$ cat config.mk
export PLATFORM = sky130hd
export DESIGN_NAME = hazard_forward_ctrl
export DESIGN_NICKNAME = d
export VERILOG_FILES = /design/src/rtl/hazard_forward_ctrl.sv
export SDC_FILE = /design/constraint.sdc
export NUM_CORES = 1
export LEC_CHECK = 0
export ABC_AREA = 1
export ABC_CLOCK_PERIOD_IN_PS = 5170
export CELL_PAD_IN_SITES_DETAIL_PLACEMENT = 1
export CELL_PAD_IN_SITES_GLOBAL_PLACEMENT = 2
export CORE_UTILIZATION = 14
export DETAILED_ROUTE_END_ITERATION = 10
export GPL_ROUTABILITY_DRIVEN = 0
export MAX_ROUTING_LAYER = met4
export PLACE_DENSITY = 0.95
export SYNTH_ARGS = -nofsm -noshare
export SYNTH_HDL_FRONTEND = slang
export SYNTH_SLANG_ARGS = --single-unit
$ cat constraint.sdc
create_clock -name clk -period 5.17 [get_ports clk]
set_clock_uncertainty 0.05 [all_clocks]
set_input_delay 0.7755 -clock clk [delete_from_list [all_inputs] [get_ports clk]]
set_output_delay 0.7755 -clock clk [all_outputs]
set_load 0.01 [all_outputs]
$ cat src/rtl/hazard_forward_ctrl.sv
// Forwarding, regfile write-through and load-use stall control for the
// 5-stage RV32I pipeline, with a configurable data-memory latency.
module hazard_forward_ctrl #(
  parameter int unsigned XLEN         = 32,
  parameter int unsigned RADDR_W      = 5,
  parameter int unsigned MEM_LAT      = 1,
  parameter int unsigned STORE_BYPASS = 1,
  parameter int unsigned CNT_W        = 16
) (
  input  logic               clk,
  input  logic               rst,
  input  logic [RADDR_W-1:0] ID_read_reg1,
  input  logic [RADDR_W-1:0] ID_read_reg2,
  input  logic               ID_use_rs1,
  input  logic               ID_use_rs2,
  input  logic               ID_mem_w,
  input  logic [XLEN-1:0]    ID_rf_data1,
  input  logic [XLEN-1:0]    ID_rf_data2,
  input  logic [RADDR_W-1:0] ID_EXE_read_reg1,
  input  logic [RADDR_W-1:0] ID_EXE_read_reg2,
  input  logic [XLEN-1:0]    ID_EXE_ALU_A,
  input  logic [XLEN-1:0]    ID_EXE_ALU_B,
  input  logic [XLEN-1:0]    ID_EXE_data_out,
  input  logic               ID_EXE_mem_w,
  input  logic               ID_EXE_mem_r,
  input  logic               ID_EXE_reg_write,
  input  logic [RADDR_W-1:0] ID_EXE_written_reg,
  input  logic               EXE_MEM_reg_write,
  input  logic               EXE_MEM_mem_r,
  input  logic [RADDR_W-1:0] EXE_MEM_written_reg,
  input  logic [XLEN-1:0]    EXE_MEM_ALU_out,
  input  logic               MEM_WB_reg_write,
  input  logic [RADDR_W-1:0] MEM_WB_written_reg,
  input  logic [XLEN-1:0]    WB_wt_data,
  output logic [XLEN-1:0]    ID_data1,
  output logic [XLEN-1:0]    ID_data2,
  output logic [XLEN-1:0]    forwarding_ALU_A,
  output logic [XLEN-1:0]    forwarding_ALU_B,
  output logic [XLEN-1:0]    forwarding_data_out,
  output logic               stall,
  output logic               flush_ID_EXE,
  output logic [CNT_W-1:0]   stall_cycles
);

  localparam int unsigned CNT_RAW = $clog2(MEM_LAT + 1);
  localparam int unsigned SEQ_W   = (CNT_RAW < 1) ? 1 : CNT_RAW;
  localparam bit          MULTI   = (MEM_LAT > 1);
  localparam bit          ST_EXEMPT = (STORE_BYPASS == 1) && (MEM_LAT == 1);

  typedef enum logic [0:0] {
    S_IDLE  = 1'b0,
    S_STALL = 1'b1
  } state_t;

  state_t             r_state;
  state_t             w_state_nxt;
  logic [SEQ_W-1:0]   r_cnt;
  logic [SEQ_W-1:0]   w_cnt_nxt;
  logic [CNT_W-1:0]   r_stall_cycles;

  // Producer eligibility for EXE-stage forwarding
  logic w_exm_valid;
  logic w_mwb_valid;
  logic w_exm_rs1;
  logic w_exm_rs2;
  logic w_mwb_rs1;
  logic w_mwb_rs2;
  logic [XLEN-1:0] w_rs2_fwd;
  logic            w_rs2_hit;

  // Load-use detection terms
  logic w_ld_valid;
  logic w_ld_rs1;
  logic w_ld_rs2;
  logic w_st_exempt;
  logic w_hit;

  // WB write-through terms
  logic w_wb_valid;

  // Source qualification: a loading EXE_MEM result is not yet available
  always_comb begin
    w_exm_valid = EXE_MEM_reg_write && !EXE_MEM_mem_r && (EXE_MEM_written_reg != '0);
    w_mwb_valid = MEM_WB_reg_write && (MEM_WB_written_reg != '0);
    w_exm_rs1   = w_exm_valid && (EXE_MEM_written_reg == ID_EXE_read_reg1);
    w_exm_rs2   = w_exm_valid && (EXE_MEM_written_reg == ID_EXE_read_reg2);
    w_mwb_rs1   = w_mwb_valid && (MEM_WB_written_reg == ID_EXE_read_reg1);
    w_mwb_rs2   = w_mwb_valid && (MEM_WB_written_reg == ID_EXE_read_reg2);
  end

  // Operand A forwarding: youngest producer wins
  always_comb begin
    forwarding_ALU_A = ID_EXE_ALU_A;
    if (w_exm_rs1) begin
      forwarding_ALU_A = EXE_MEM_ALU_out;
    end else if (w_mwb_rs1) begin
      forwarding_ALU_A = WB_wt_data;
    end
  end

  // rs2 forwarding, steered to store data for stores and to operand B otherwise
  always_comb begin
    w_rs2_fwd           = ID_EXE_ALU_B;
    w_rs2_hit           = 1'b0;
    forwarding_ALU_B    = ID_EXE_ALU_B;
    forwarding_data_out = ID_EXE_data_out;
    if (w_exm_rs2) begin
      w_rs2_fwd = EXE_MEM_ALU_out;
      w_rs2_hit = 1'b1;
    end else if (w_mwb_rs2) begin
      w_rs2_fwd = WB_wt_data;
      w_rs2_hit = 1'b1;
    end
    if (w_rs2_hit) begin
      if (ID_EXE_mem_w) begin
        forwarding_data_out = w_rs2_fwd;
      end else begin
        forwarding_ALU_B = w_rs2_fwd;
      end
    end
  end

  // Regfile write-through so ID sees the value being written this cycle
  always_comb begin
    w_wb_valid = MEM_WB_reg_write && (MEM_WB_written_reg != '0);
    ID_data1   = ID_rf_data1;
    ID_data2   = ID_rf_data2;
    if (w_wb_valid && (MEM_WB_written_reg == ID_read_reg1)) begin
      ID_data1 = WB_wt_data;
    end
    if (w_wb_valid && (MEM_WB_written_reg == ID_read_reg2)) begin
      ID_data2 = WB_wt_data;
    end
  end

  // Load-use hazard; a store consuming the load only as data can skip the bubble
  always_comb begin
    w_ld_valid  = ID_EXE_mem_r && ID_EXE_reg_write && (ID_EXE_written_reg != '0);
    w_ld_rs1    = ID_use_rs1 && (ID_EXE_written_reg == ID_read_reg1);
    w_ld_rs2    = ID_use_rs2 && (ID_EXE_written_reg == ID_read_reg2);
    w_st_exempt = ST_EXEMPT && ID_mem_w && w_ld_rs2 && !w_ld_rs1;
    w_hit       = w_ld_valid && (w_ld_rs1 || w_ld_rs2) && !w_st_exempt;
  end

  // Stall sequencer state register
  always_ff @(posedge clk) begin
    if (rst) begin
      r_state <= S_IDLE;
      r_cnt   <= '0;
    end else begin
      r_state <= w_state_nxt;
      r_cnt   <= w_cnt_nxt;
    end
  end

  // Stall sequencer next state: first stall cycle is spent in IDLE
  always_comb begin
    w_state_nxt = r_state;
    w_cnt_nxt   = r_cnt;
    case (r_state)
      S_IDLE: begin
        if (w_hit && MULTI) begin
          w_state_nxt = S_STALL;
          w_cnt_nxt   = SEQ_W'(MEM_LAT - 1);
        end
      end
      S_STALL: begin
        w_cnt_nxt = r_cnt - SEQ_W'(1);
        if (r_cnt <= SEQ_W'(1)) begin
          w_state_nxt = S_IDLE;
          w_cnt_nxt   = '0;
        end
      end
      default: begin
        w_state_nxt = S_IDLE;
        w_cnt_nxt   = '0;
      end
    endcase
  end

  // Stall sequencer outputs, suppressed during reset
  always_comb begin
    stall        = 1'b0;
    flush_ID_EXE = 1'b0;
    if (!rst) begin
      case (r_state)
        S_IDLE:  stall = w_hit;
        S_STALL: stall = 1'b1;
        default: stall = 1'b0;
      endcase
      flush_ID_EXE = stall;
    end
  end

  // Saturating count of stalled cycles
  always_ff @(posedge clk) begin
    if (rst) begin
      r_stall_cycles <= '0;
    end else if (stall && (r_stall_cycles != {CNT_W{1'b1}})) begin
      r_stall_cycles <= r_stall_cycles + CNT_W'(1);
    end
  end

  assign stall_cycles = r_stall_cycles;

endmodule

-- After elaboration in Yosys (flattened, before gate mapping)
Index checks and enable logic that the tools add are counted.
- input port bits: 270
- register bits after elaboration: 18
- logic and storage cells: 58
- eq/ne operators: 9
- $add $sub $neg: 2
- reductions and logical operators: 26
- $lt $le $gt $ge: 1
- bitwise gates (word level): 1
- muxes and demuxes: 16
- operators by type and width (cell ; number):
    $mux W32 ; 10
    $eq A5 B5 Y1 ; 8
    $logic_and A1 B1 Y1 ; 18
    $add A16 B1 Y16 const B ; 1
    $ne A16 B16 Y1 const B ; 1
    $reduce_bool A5 Y1 ; 3
    $mux W1 ; 5
    $logic_not A1 Y1 ; 3
    $pmux W1 S2 ; 1
    $reduce_or A2 Y1 ; 1
    $le A1 B1 Y1 const B ; 1
    $logic_or A1 B1 Y1 ; 1
    $not A1 Y1 ; 1
    $sub A1 B1 Y1 const B ; 1

-- Depth between registers and ports, before layout
Gate-level depths: netlist of the first run.
- word-level depth: 9
- mapped depth: 12

-- Worst setup path after synthesis of the first run
OpenSTA, ideal clock, no wires.
- kind: input -> output
- start point: input port MEM_WB_written_reg[0]
- end point: output port ID_data1[10]
- buffers on the path: 2
- required time: 4.345 ns
- cell stages on the path: 7
- slack: 2.404 ns
- data arrival time: 1.941 ns
- cells stage by stage: buf_4 xnor2_1 nand3_1 nor3_1 nand3_2 clkbuf_1 o21ai_0
- cells in the longest elaborated chain, start to end: 4
- ends and longest elaborated chain (element ; line ; text):
    from (decl) ; 33 ; input logic [RADDR_W-1:0] MEM_WB_written_reg,
    $reduce_bool A5 Y1 ; 125 ; w_wb_valid = MEM_WB_reg_write && (MEM_WB_written_reg != '0);
    $logic_and A1 B1 Y1 ; 125 ;
    $logic_and A1 B1 Y1 * ; 128 ; if (w_wb_valid && (MEM_WB_written_reg == ID_read_reg1)) begin
    $mux W32 * ; 128 ;
    to (decl) ; 35 ; output logic [XLEN-1:0] ID_data1,
Every way passes the cells marked *; elsewhere a longest branch is shown, timed or not.

-- Worst setup path in the final report of the first run
- start point: input port MEM_WB_written_reg[0]
- end point: output port ID_data1[24]
Same word-level chain as after synthesis.

==> results of run 1 <==
-- power groups by stage --
stage          Combinational [mW]  Sequential, mW  Clock [mW]
6_report                    0.690           0.124       0.176
5_1_grt                     0.740           0.124       0.180
4_1_cts                     0.696           0.124       0.178
3_5_place_dp                0.691           0.127           0
3_3_place_gp                0.684           0.127           0
2_1_floorplan               0.225           0.127           0
-- worst min-delay path by stage --
stage,start,to,cells after the start
floorplan,stall_cycles[4],stall_cycles[4],2
global placement,stall_cycles[4],stall_cycles[4],2
detailed placement,stall_cycles[13],stall_cycles[13],2
CTS,stall_cycles[4],stall_cycles[4],2
global route,stall_cycles[4],stall_cycles[4],2
finish,stall_cycles[4],stall_cycles[4],2
-- area by class of cell --
type | count | area share, %
Timing Repair Buffer | 467 | 46.9
Multi-Input combinational cell | 781 | 37.7
Tap cell | 455 | 5.75
Inverter | 144 | 5.46
Sequential cell | 16 | 3.23
Clock buffer | 4 | 0.897
Antenna cell | 3 | 0.0758
-- worst max-delay path: cells and delay by family --
kind	cells	cell delay, ps
compound gates	1	390
xor+xnor	1	160
buf+inv	3	1670
simple gates	3	840
-- cells by family (layout without fill, tap and decap cells) --
kind of cell	after synthesis	in the layout	share of synthesized area, %
compound gates	104	104	11.1
xor+xnor	27	27	4.79
fa+ha+maj	1	1	0.254
buf+inv	203	615	18.4
flops	16	16	6.49
other cells	0	3	0
simple gates	649	649	59.0
-- metal layers --
| layer | global-route usage (%) | vias to the layer above | routed length (um) |
|---|---|---|---|
| li1 | - | 3922 | - |
| met1 | 23.4 | 3765 | 15300 |
| met2 | 33.9 | 283 | 17400 |
| met3 | 2.14 | 35 | 1850 |
| met4 | 3.75 | 0 | 634 |
| met5 | - | - | 0 |
-- layout by cell type (no fill, tap or decap), types with 12 or more instances in the layout --
| cell | netlist | routed |
|---|---|---|
| buf_4 | 14 | 18 |
| clkdlybuf4s50_1 | 0 | 447 |
| dfxtp_1 | 16 | 16 |
| inv_1 | 142 | 142 |
| nand2_1 | 399 | 399 |
| nand3_1 | 124 | 123 |
| nand3_2 | 23 | 24 |
| nor2_1 | 67 | 66 |
| o21ai_0 | 89 | 89 |
| xnor2_1 | 12 | 12 |
| xor2_1 | 15 | 15 |
-- stage by stage --
step	power (mW)	hold WS, ps	cells	worst slack (ps)
final	0.990	462	1870	498
after global routing	1.04	500	1869	261
after CTS	0.998	467	1867	474
after detailed placement	0.818	465	1863	485
after global placement	0.811	454	1863	600
after floorplan	0.352	470	1000	2400
==> out/metrics.csv, run 1 <==
stage,metric,value,unit
pwr,p_int,0.624,mW
logic_synthesis,netlist_instances,1000,
sta,period_minus_slack,4670,ps
logic_synthesis,synth.distinct_cells,31,
placement,io_buffer_count,447,
clock_tree,hold_buffers,0,
pwr,seq_power_share,12.6,%
final_layout,drive_above_1_share,5.52,%
min_path,hold_path.class,reg -> reg,
global_routing,grt_max_degree,41,
floorplan,rows,68,
sta,fin_crit_sh,90.4,%
final_layout,area_growth,101,%
global_routing,grt_overflow,0,
sta,setup_violations,0,
critical_path,cp-endpoint,ID_data1[24],
logic_synthesis,yosysSeqAreaShare,6.49,%
critical_path,worstSetupStartpoint,MEM_WB_written_reg[0],
sta,fmax,214,MHz
placement,hpwl,29200,um
sta,timing.slew.headroom,45.3,%
pwr,leakage,4.66,nW
pwr,p_per_area,99.9,nW/um2
logic_synthesis,yosys-top-cells-count,"nand2_1 (399), inv_1 (142), nand3_1 (124)",
drt,wl_per_cell,18.8,um
clock_tree,post-cts-setup-buffer-count,0,
clock_tree,numCtsBuffers,3,
logic_synthesis,async_reset_ff_share,0,%
pwr,irDropWorstVdd,0.0920,mV
clock_tree,clkSlewWorstSetupHoldPaths,50,ps
critical_path,critical_path.max_stage_delay,650,ps
logic_synthesis,yosys_most_used_dff,dfxtp_1,
critical_path,worstSetupEndpointType,primary output,
pwr,p_comb_share,69.7,%
critical_path,crit_chain,"clkdlybuf4s50_1, xnor2_1, nand3_1, nor3_1, nand3_2, buf_4, o21ai_0, clkdlybuf4s50_1",
logic_synthesis,ys_seq_elements,16,
logic_synthesis,netlist_top_cells_area,"nand2_1 (30%), nand3_1 (13%), inv_1 (11%)",
drt,drt-initial-drc-count,331,
clock_tree,clk_path_buf_depth,2,
logic_synthesis,netlist_area,4930,um2
critical_path,rrSetupSlack,3170,ps
floorplan,die_area,36000,um2
final_layout,largest_reg_flops,16,
drt,drtAntennaViolNets,0,
critical_path,worst-setup-path-type,in -> out,
logic_synthesis,synth_warnings,0,
clock_tree,cts_sinks,16,
critical_path,worstReg2RegStart,stall_cycles[0],
final_layout,final_nets,1684,
clock_tree,cts_tree,built,
status,status,completed,
sta,rsz0062_at_grt,no,
global_routing,grtUsageTotal,19.2,%
pwr,clock_power_share,17.7,%
pwr,p_sw,0.366,mW
final_layout,nFillCells,4440,
drt,wirelength,35200,um
critical_path,startpoint_type,primary input,
floorplan,io_pins,448,
critical_path,arrival,3850,ps
final_layout,final_area,9910,um2
final_layout,fin_util,28.6,%
global_routing,antenna_found_initial,2,
logic_synthesis,syn-mean-instance-area,4.93,um2
logic_synthesis,synth_top_area_share,30.3,%
floorplan,fp.dieH,190,um
critical_path,cp_max_fo,20,
logic_synthesis,yosysMostFrequentCell,nand2_1,
sta,fin_setup_tns,0,ps
sta,drv_slew,0,
final_layout,multi_input_area,3730,um2
critical_path,rr_endpoint,stall_cycles[7],
drt,vias,8005,
logic_synthesis,synth_area_leader_cell,nand2_1,
final_layout,seq_area,320,um2
sta,tightestPinTransition,818,ps
logic_synthesis,synth_fp_nets,1271,
floorplan,core_area,34600,um2
clock_tree,clockRootBuffer,clkbuf_16,
drt,remaining_drc_errors,0,
clock_tree,cts_resized,0,
critical_path,cp_slowest_cell,clkdlybuf4s50_1,
clock_tree,htreeDepth,1,
placement,placed_cell_area,9810,um2
global_routing,grt_pass1_vias,8259,
critical_path,worstPathRequired,4340,ps
pwr,switching_share,37.0,%
floorplan,initial_utilization,14.3,%
drt,avgViaCountPerCell,4.28,
sta,hold_viol,0,
critical_path,crit_top_cell,clkdlybuf4s50_1,
clock_tree,clk_latency,260,ps
logic_synthesis,synth-edff-count,0,
global_routing,grt_pass1_wl,50800,um
drt,drt_pass1_iterations,5,
critical_path,reg2reg_depth,10,
floorplan,die_w,190,um
run,max_cap_violations,0,
Note: power is estimated with default switching activity, not from simulation.
==> run 2: changes to the inputs <==
--- a/config.mk
+++ b/config.mk
@@ -9,11 +9,13 @@
 export ABC_CLOCK_PERIOD_IN_PS = 5170
 export CELL_PAD_IN_SITES_DETAIL_PLACEMENT = 1
 export CELL_PAD_IN_SITES_GLOBAL_PLACEMENT = 2
-export CORE_UTILIZATION = 14
+export CORE_AREA = 2 2 174 176
 export DETAILED_ROUTE_END_ITERATION = 10
+export DIE_AREA = 0 0 176 178
+export DONT_BUFFER_PORTS = 1
 export GPL_ROUTABILITY_DRIVEN = 0
 export MAX_ROUTING_LAYER = met4
-export PLACE_DENSITY = 0.95
+export PLACE_DENSITY = 0.64
 export SYNTH_ARGS = -nofsm -noshare
 export SYNTH_HDL_FRONTEND = slang
 export SYNTH_SLANG_ARGS = --single-unit
==> out/metrics.csv, run 2 (synthesis gave the netlist of run 1 again) <==
stage,metric,value,unit
status,status,completed,
sta,worst_slack,1440,ps
global_routing,grt_max_degree,52,
sta,period_minus_slack,3730,ps
final_layout,nFillCells,3865,
drt,drtAntennaViolNets,0,
drt,avgViaCountPerCell,4.65,
final_layout,largest_reg_flops,16,
clock_tree,cts_sinks,16,
critical_path,worstSetupEndpointType,primary output,
floorplan,die_w,176,um
sta,hold_viol,0,
final_layout,final_nets,1227,
critical_path,worst-setup-path-type,in -> out,
critical_path,cp_max_fo,32,
global_routing,antenna_found_initial,5,
sta,drv_slew,0,
critical_path,reg2reg_depth,10,
sta,setup_violations,0,
critical_path,startpoint_type,primary input,
pwr,irDropWorstVdd,0.0983,mV
clock_tree,clockRootBuffer,clkbuf_16,
drt,drt_pass1_iterations,5,
critical_path,critical_path.max_stage_delay,940,ps
clock_tree,numCtsBuffers,3,
final_layout,drive_above_1_share,7.02,%
clock_tree,clkSlewWorstSetupHoldPaths,50,ps
critical_path,worstPathRequired,4340,ps
global_routing,grt_pass1_vias,6124,
placement,pre_cts_ws,1430,ps
final_layout,layout_common_cells,"nand2_1 (399), inv_1 (142), nand3_1 (123)",
pwr,leakage,2.87,nW
floorplan,core_area,29400,um2
drt,remaining_drc_errors,0,
critical_path,rr_endpoint,stall_cycles[11],
sta,tightestPinTransition,1090,ps
floorplan,die_area,31300,um2
drt,drt-initial-drc-count,351,
global_routing,grtUsageTotal,18.2,%
floorplan,fp.dieH,178,um
clock_tree,post-cts-setup-buffer-count,0,
floorplan,initial_utilization,16.8,%
sta,fin_setup_tns,0,ps
clock_tree,cts_resized,0,
clock_tree,htreeDepth,1,
final_layout,layout_commonest_cell,nand2_1,
placement,hpwl,24800,um
floorplan,io_pins,448,
floorplan,rows,63,
critical_path,crit_chain,"xnor2_1, nand2_1, nor2_1, nand3b_4, a21oi_4, nand2_1, nand2_1",
clock_tree,clk_path_buf_depth,2,
critical_path,worstReg2RegStart,stall_cycles[1],
drt,vias,6268,
global_routing,grt_pass1_wl,41300,um
critical_path,cp-endpoint,forwarding_ALU_B[11],
clock_tree,clk_latency,250,ps
drt,wl_per_cell,22.1,um
clock_tree,hold_buffers,0,
sta,timing.slew.headroom,26.9,%
run,max_cap_violations,0,
critical_path,arrival,2910,ps
sta,fin_crit_sh,72.2,%
drt,wirelength,29900,um
pwr,p_per_area,110,nW/um2
min_path,hold_path.class,reg -> reg,
critical_path,cp_slowest_cell,a21oi_4,
sta,fmax,268,MHz
global_routing,grt_overflow,0,
placement,io_buffer_count,0,
critical_path,worstSetupStartpoint,EXE_MEM_written_reg[0],
sta,rsz0062_at_grt,no,
clock_tree,cts_tree,built,
critical_path,rrSetupSlack,3090,ps
final_layout,area_growth,6.49,%
critical_path,crit_top_cell,nand2_1,
[run 2: cell count changes in the layout (fill, tap and decap cells not counted)]
cell | previous run | this run
diode_2 | 3 | 5
buf_4 | 18 | 9
clkdlybuf4s50_1 | 447 | 0
clkbuf_8 | 1 | 0
buf_12 | 2 | 1
[run 2: cell type report]
class | count | area (um2) | area share [%]
well taps | 390 | 488 | 9.29
repair buffers | 10 | 87.6 | 1.67
inverters | 144 | 541 | 10.3
clock buffers | 3 | 75.1 | 1.43
multi-input cells | 781 | 3730 | 71.0
flip-flops and latches | 16 | 320 | 6.10
diodes | 5 | 12.5 | 0.238
[run 2: worst min path at each step]
stage          depth (start not counted)         endpoint  slack (ps)       startpoint
2_1_floorplan                          2  stall_cycles[4]         470  stall_cycles[4]
3_3_place_gp                           2  stall_cycles[3]         500  stall_cycles[3]
3_5_place_dp                           2  stall_cycles[3]         510  stall_cycles[3]
4_1_cts                                2  stall_cycles[3]         520  stall_cycles[3]
5_1_grt                                2  stall_cycles[5]         540  stall_cycles[5]
6_report                               2  stall_cycles[4]         520  stall_cycles[4]
[run 2: worst max-delay path: cells and delay by family]
| kind | cells | cell delay (ps) |
|---|---|---|
| AOI/OAI and AO/OA | 1 | 940 |
| and+or+nand+nor | 5 | 1020 |
| xor gates and xnor gates | 1 | 140 |
[run 2: routing by layer]
| layer | part of all wire (%) | track usage (%) | up-vias |
|---|---|---|---|
| met4 | 1.1 | 2.58 | 0 |
| li1 | - | - | 2999 |
| met1 | 40 | 20.6 | 2957 |
| met5 | 0 | - | - |
| met3 | 8.9 | 5.29 | 28 |
| met2 | 50 | 32.6 | 284 |
[run 2: power by group]
group / switching [mW] / internal, mW / total (mW)
sequential: 0.000830 / 0.124 / 0.125
clock: 0.0553 / 0.102 / 0.157
combinational: 0.219 / 0.0765 / 0.295
[run 2: metrics by stage]
stage	std cells	util [%]	hold slack [ps]	total power [mW]	area (um2)
after detailed placement	1341	17.6	507	0.423	5170
after global placement	1341	17.6	499	0.422	5170
after floorplan	1000	-	470	0.352	4930
after global routing	1349	17.9	544	0.614	5260
after CTS	1344	17.8	516	0.583	5240
final	1349	17.9	515	0.577	5260
==> run 3: changes to the inputs <==
--- a/config.mk
+++ b/config.mk
@@ -6,16 +6,16 @@
 export NUM_CORES = 1
 export LEC_CHECK = 0
 export ABC_AREA = 1
-export ABC_CLOCK_PERIOD_IN_PS = 5170
+export ABC_CLOCK_PERIOD_IN_PS = 3300
 export CELL_PAD_IN_SITES_DETAIL_PLACEMENT = 1
 export CELL_PAD_IN_SITES_GLOBAL_PLACEMENT = 2
-export CORE_AREA = 2 2 174 176
+export CORE_AREA = 2 2 175 177
 export DETAILED_ROUTE_END_ITERATION = 10
-export DIE_AREA = 0 0 176 178
+export DIE_AREA = 0 0 177 179
 export DONT_BUFFER_PORTS = 1
 export GPL_ROUTABILITY_DRIVEN = 0
 export MAX_ROUTING_LAYER = met4
-export PLACE_DENSITY = 0.64
+export PLACE_DENSITY = 0.65
 export SYNTH_ARGS = -nofsm -noshare
 export SYNTH_HDL_FRONTEND = slang
 export SYNTH_SLANG_ARGS = --single-unit
==> constraint.sdc (replaced) <==
create_clock -name clk -period 3.3 [get_ports clk]
set_clock_uncertainty 0.05 [all_clocks]
set_input_delay 0.495 -clock clk [delete_from_list [all_inputs] [get_ports clk]]
set_output_delay 0.495 -clock clk [all_outputs]
set_load 0.01 [all_outputs]
==> out/metrics.csv, run 3 (synthesis gave the netlist of run 1 again) <==
stage,metric,value,unit
status,status,completed,
sta,tightestPinTransition,840,ps
global_routing,grtUsageMet2,29.6,%
clock_tree,numCtsBuffers,3,
global_routing,top_usage_layer,met2,
floorplan,die_w,177,um
floorplan,io_pins,448,
clock_tree,clkSlewWorstSetupHoldPaths,50,ps
clock_tree,htreeDepth,1,
global_routing,use_met1,20.1,%
final_layout,largest_reg_flops,16,
critical_path,worstPathRequired,2750,ps
sta,drv_slew,0,
critical_path,cp_max_fo,21,
sta,holdWs,508,ps
final_layout,multi_input_area,3730,um2
clock_tree,post-cts-setup-buffer-count,0,
min_path,min_from,stall_cycles[13],
sta,timing.slew.headroom,43.4,%
final_layout,fin_util,19.6,%
drt,wirelength,29300,um
pwr,p_per_area,170,nW/um2
critical_path,worstReg2RegStart,stall_cycles[1],
global_routing,grt_pass1_wl,39700,um
drt,drtAntennaViolNets,0,
clock_tree,cts_sinks,16,
global_routing,grt_overflow,0,
final_layout,nFillCells,3953,
floorplan,rows,64,
run,max_cap_violations,0,
clock_tree,clk_path_buf_depth,2,
pwr,irDropWorstVdd,0.164,mV
global_routing,grt_max_degree,65,
drt,avgViaCountPerCell,4.54,
clock_tree,clockRootBuffer,clkbuf_16,
min_path,hold_path.class,reg -> reg,
final_layout,layout_common_cells,"nand2_1 (399), inv_1 (142), nand3_1 (123)",
floorplan,initial_utilization,16.4,%
final_layout,area_growth,19.1,%
sta,rsz0062_at_grt,no,
placement,io_buffer_count,0,
sta,setup_violations,0,
critical_path,worstSetupEndpointType,primary output,
clock_tree,cts_resized,0,
global_routing,grtUsageTotal,17.3,%
placement,hpwl,24700,um
critical_path,startpoint_type,primary input,
critical_path,arrival,2200,ps
sta,fin_crit_sh,83.2,%
global_routing,globalRouteMet3Util,4.37,%
drt,vias,6477,
drt,drt_pass1_iterations,5,
pwr,leakage,3.25,nW
sta,period_minus_slack,2750,ps
final_layout,seq_area,320,um2
critical_path,worst-setup-path-type,in -> out,
clock_tree,cts_tree,built,
clock_tree,hold_buffers,0,
sta,hold_viol,0,
drt,wl_per_cell,20.5,um
drt,drt-initial-drc-count,361,
floorplan,fp.dieH,179,um
floorplan,core_area,30000,um2
floorplan,die_area,31700,um2
drt,remaining_drc_errors,0,
clock_tree,clk_latency,250,ps
global_routing,antenna_found_initial,4,
sta,fmax,364,MHz
final_layout,layout_commonest_cell,nand2_1,
final_layout,final_nets,1300,
global_routing,grt_pass1_vias,6227,
sta,fin_setup_tns,0,ps
critical_path,worstSetupStartpoint,EXE_MEM_written_reg[2],
final_layout,drive_above_1_share,13.7,%
==> run 3: final timing paths <==
kind                              end  slack, ps  cells after the start
setup reg to reg      stall_cycles[9]       1200                     10
hold / removal       stall_cycles[13]        510                      2
setup / recovery  forwarding_ALU_B[0]        550                      9
hold reg to reg      stall_cycles[13]        510                      2
==> run 3: critical path, stage by stage <==
cell and delay [ps]:
nor2_1 90, nand2_1 60, o21ai_1 290, nand3b_4 390, buf_4 400, nand3_1 120
nand2_1 150, nand2_1 70, nand2_1 100
==> run 3: cell type report <==
cell class | instances | area share (%)
Multi-Input combinational cell | 781 | 63.5
Timing Repair Buffer | 83 | 11.9
Inverter | 144 | 9.19
Tap cell | 396 | 8.43
Sequential cell | 16 | 5.45
Clock buffer | 4 | 1.51
Antenna cell | 2 | 0.0851
==> run 3: power by group <==
group / internal (mW) / switching (mW)
sequential: 0.194 / 0.00123
combinational: 0.186 / 0.350
clock: 0.184 / 0.0834
==> run 3: routing by layer <==
layer  vias up  part of all wire, %  wire (um)
li1       3139                    -          -
met1      3041                   40      11700
met2       259                   49      14400
met3        38                  8.5       2500
met4         0                  2.4        699
met5         -                    0          0
==> run 3: stage by stage <==
| step | setup slack, ps | power (mW) | instances | cell area [um2] |
|---|---|---|---|---|
| global route | 376 | 1.06 | 1426 | 5880 |
| detailed placement | 530 | 0.740 | 1420 | 5790 |
| global placement | 538 | 0.734 | 1420 | 5790 |
| finish | 553 | 0.999 | 1426 | 5880 |
| CTS | 518 | 1.01 | 1424 | 5870 |
| floorplan | 1090 | 0.552 | 1000 | 4930 |
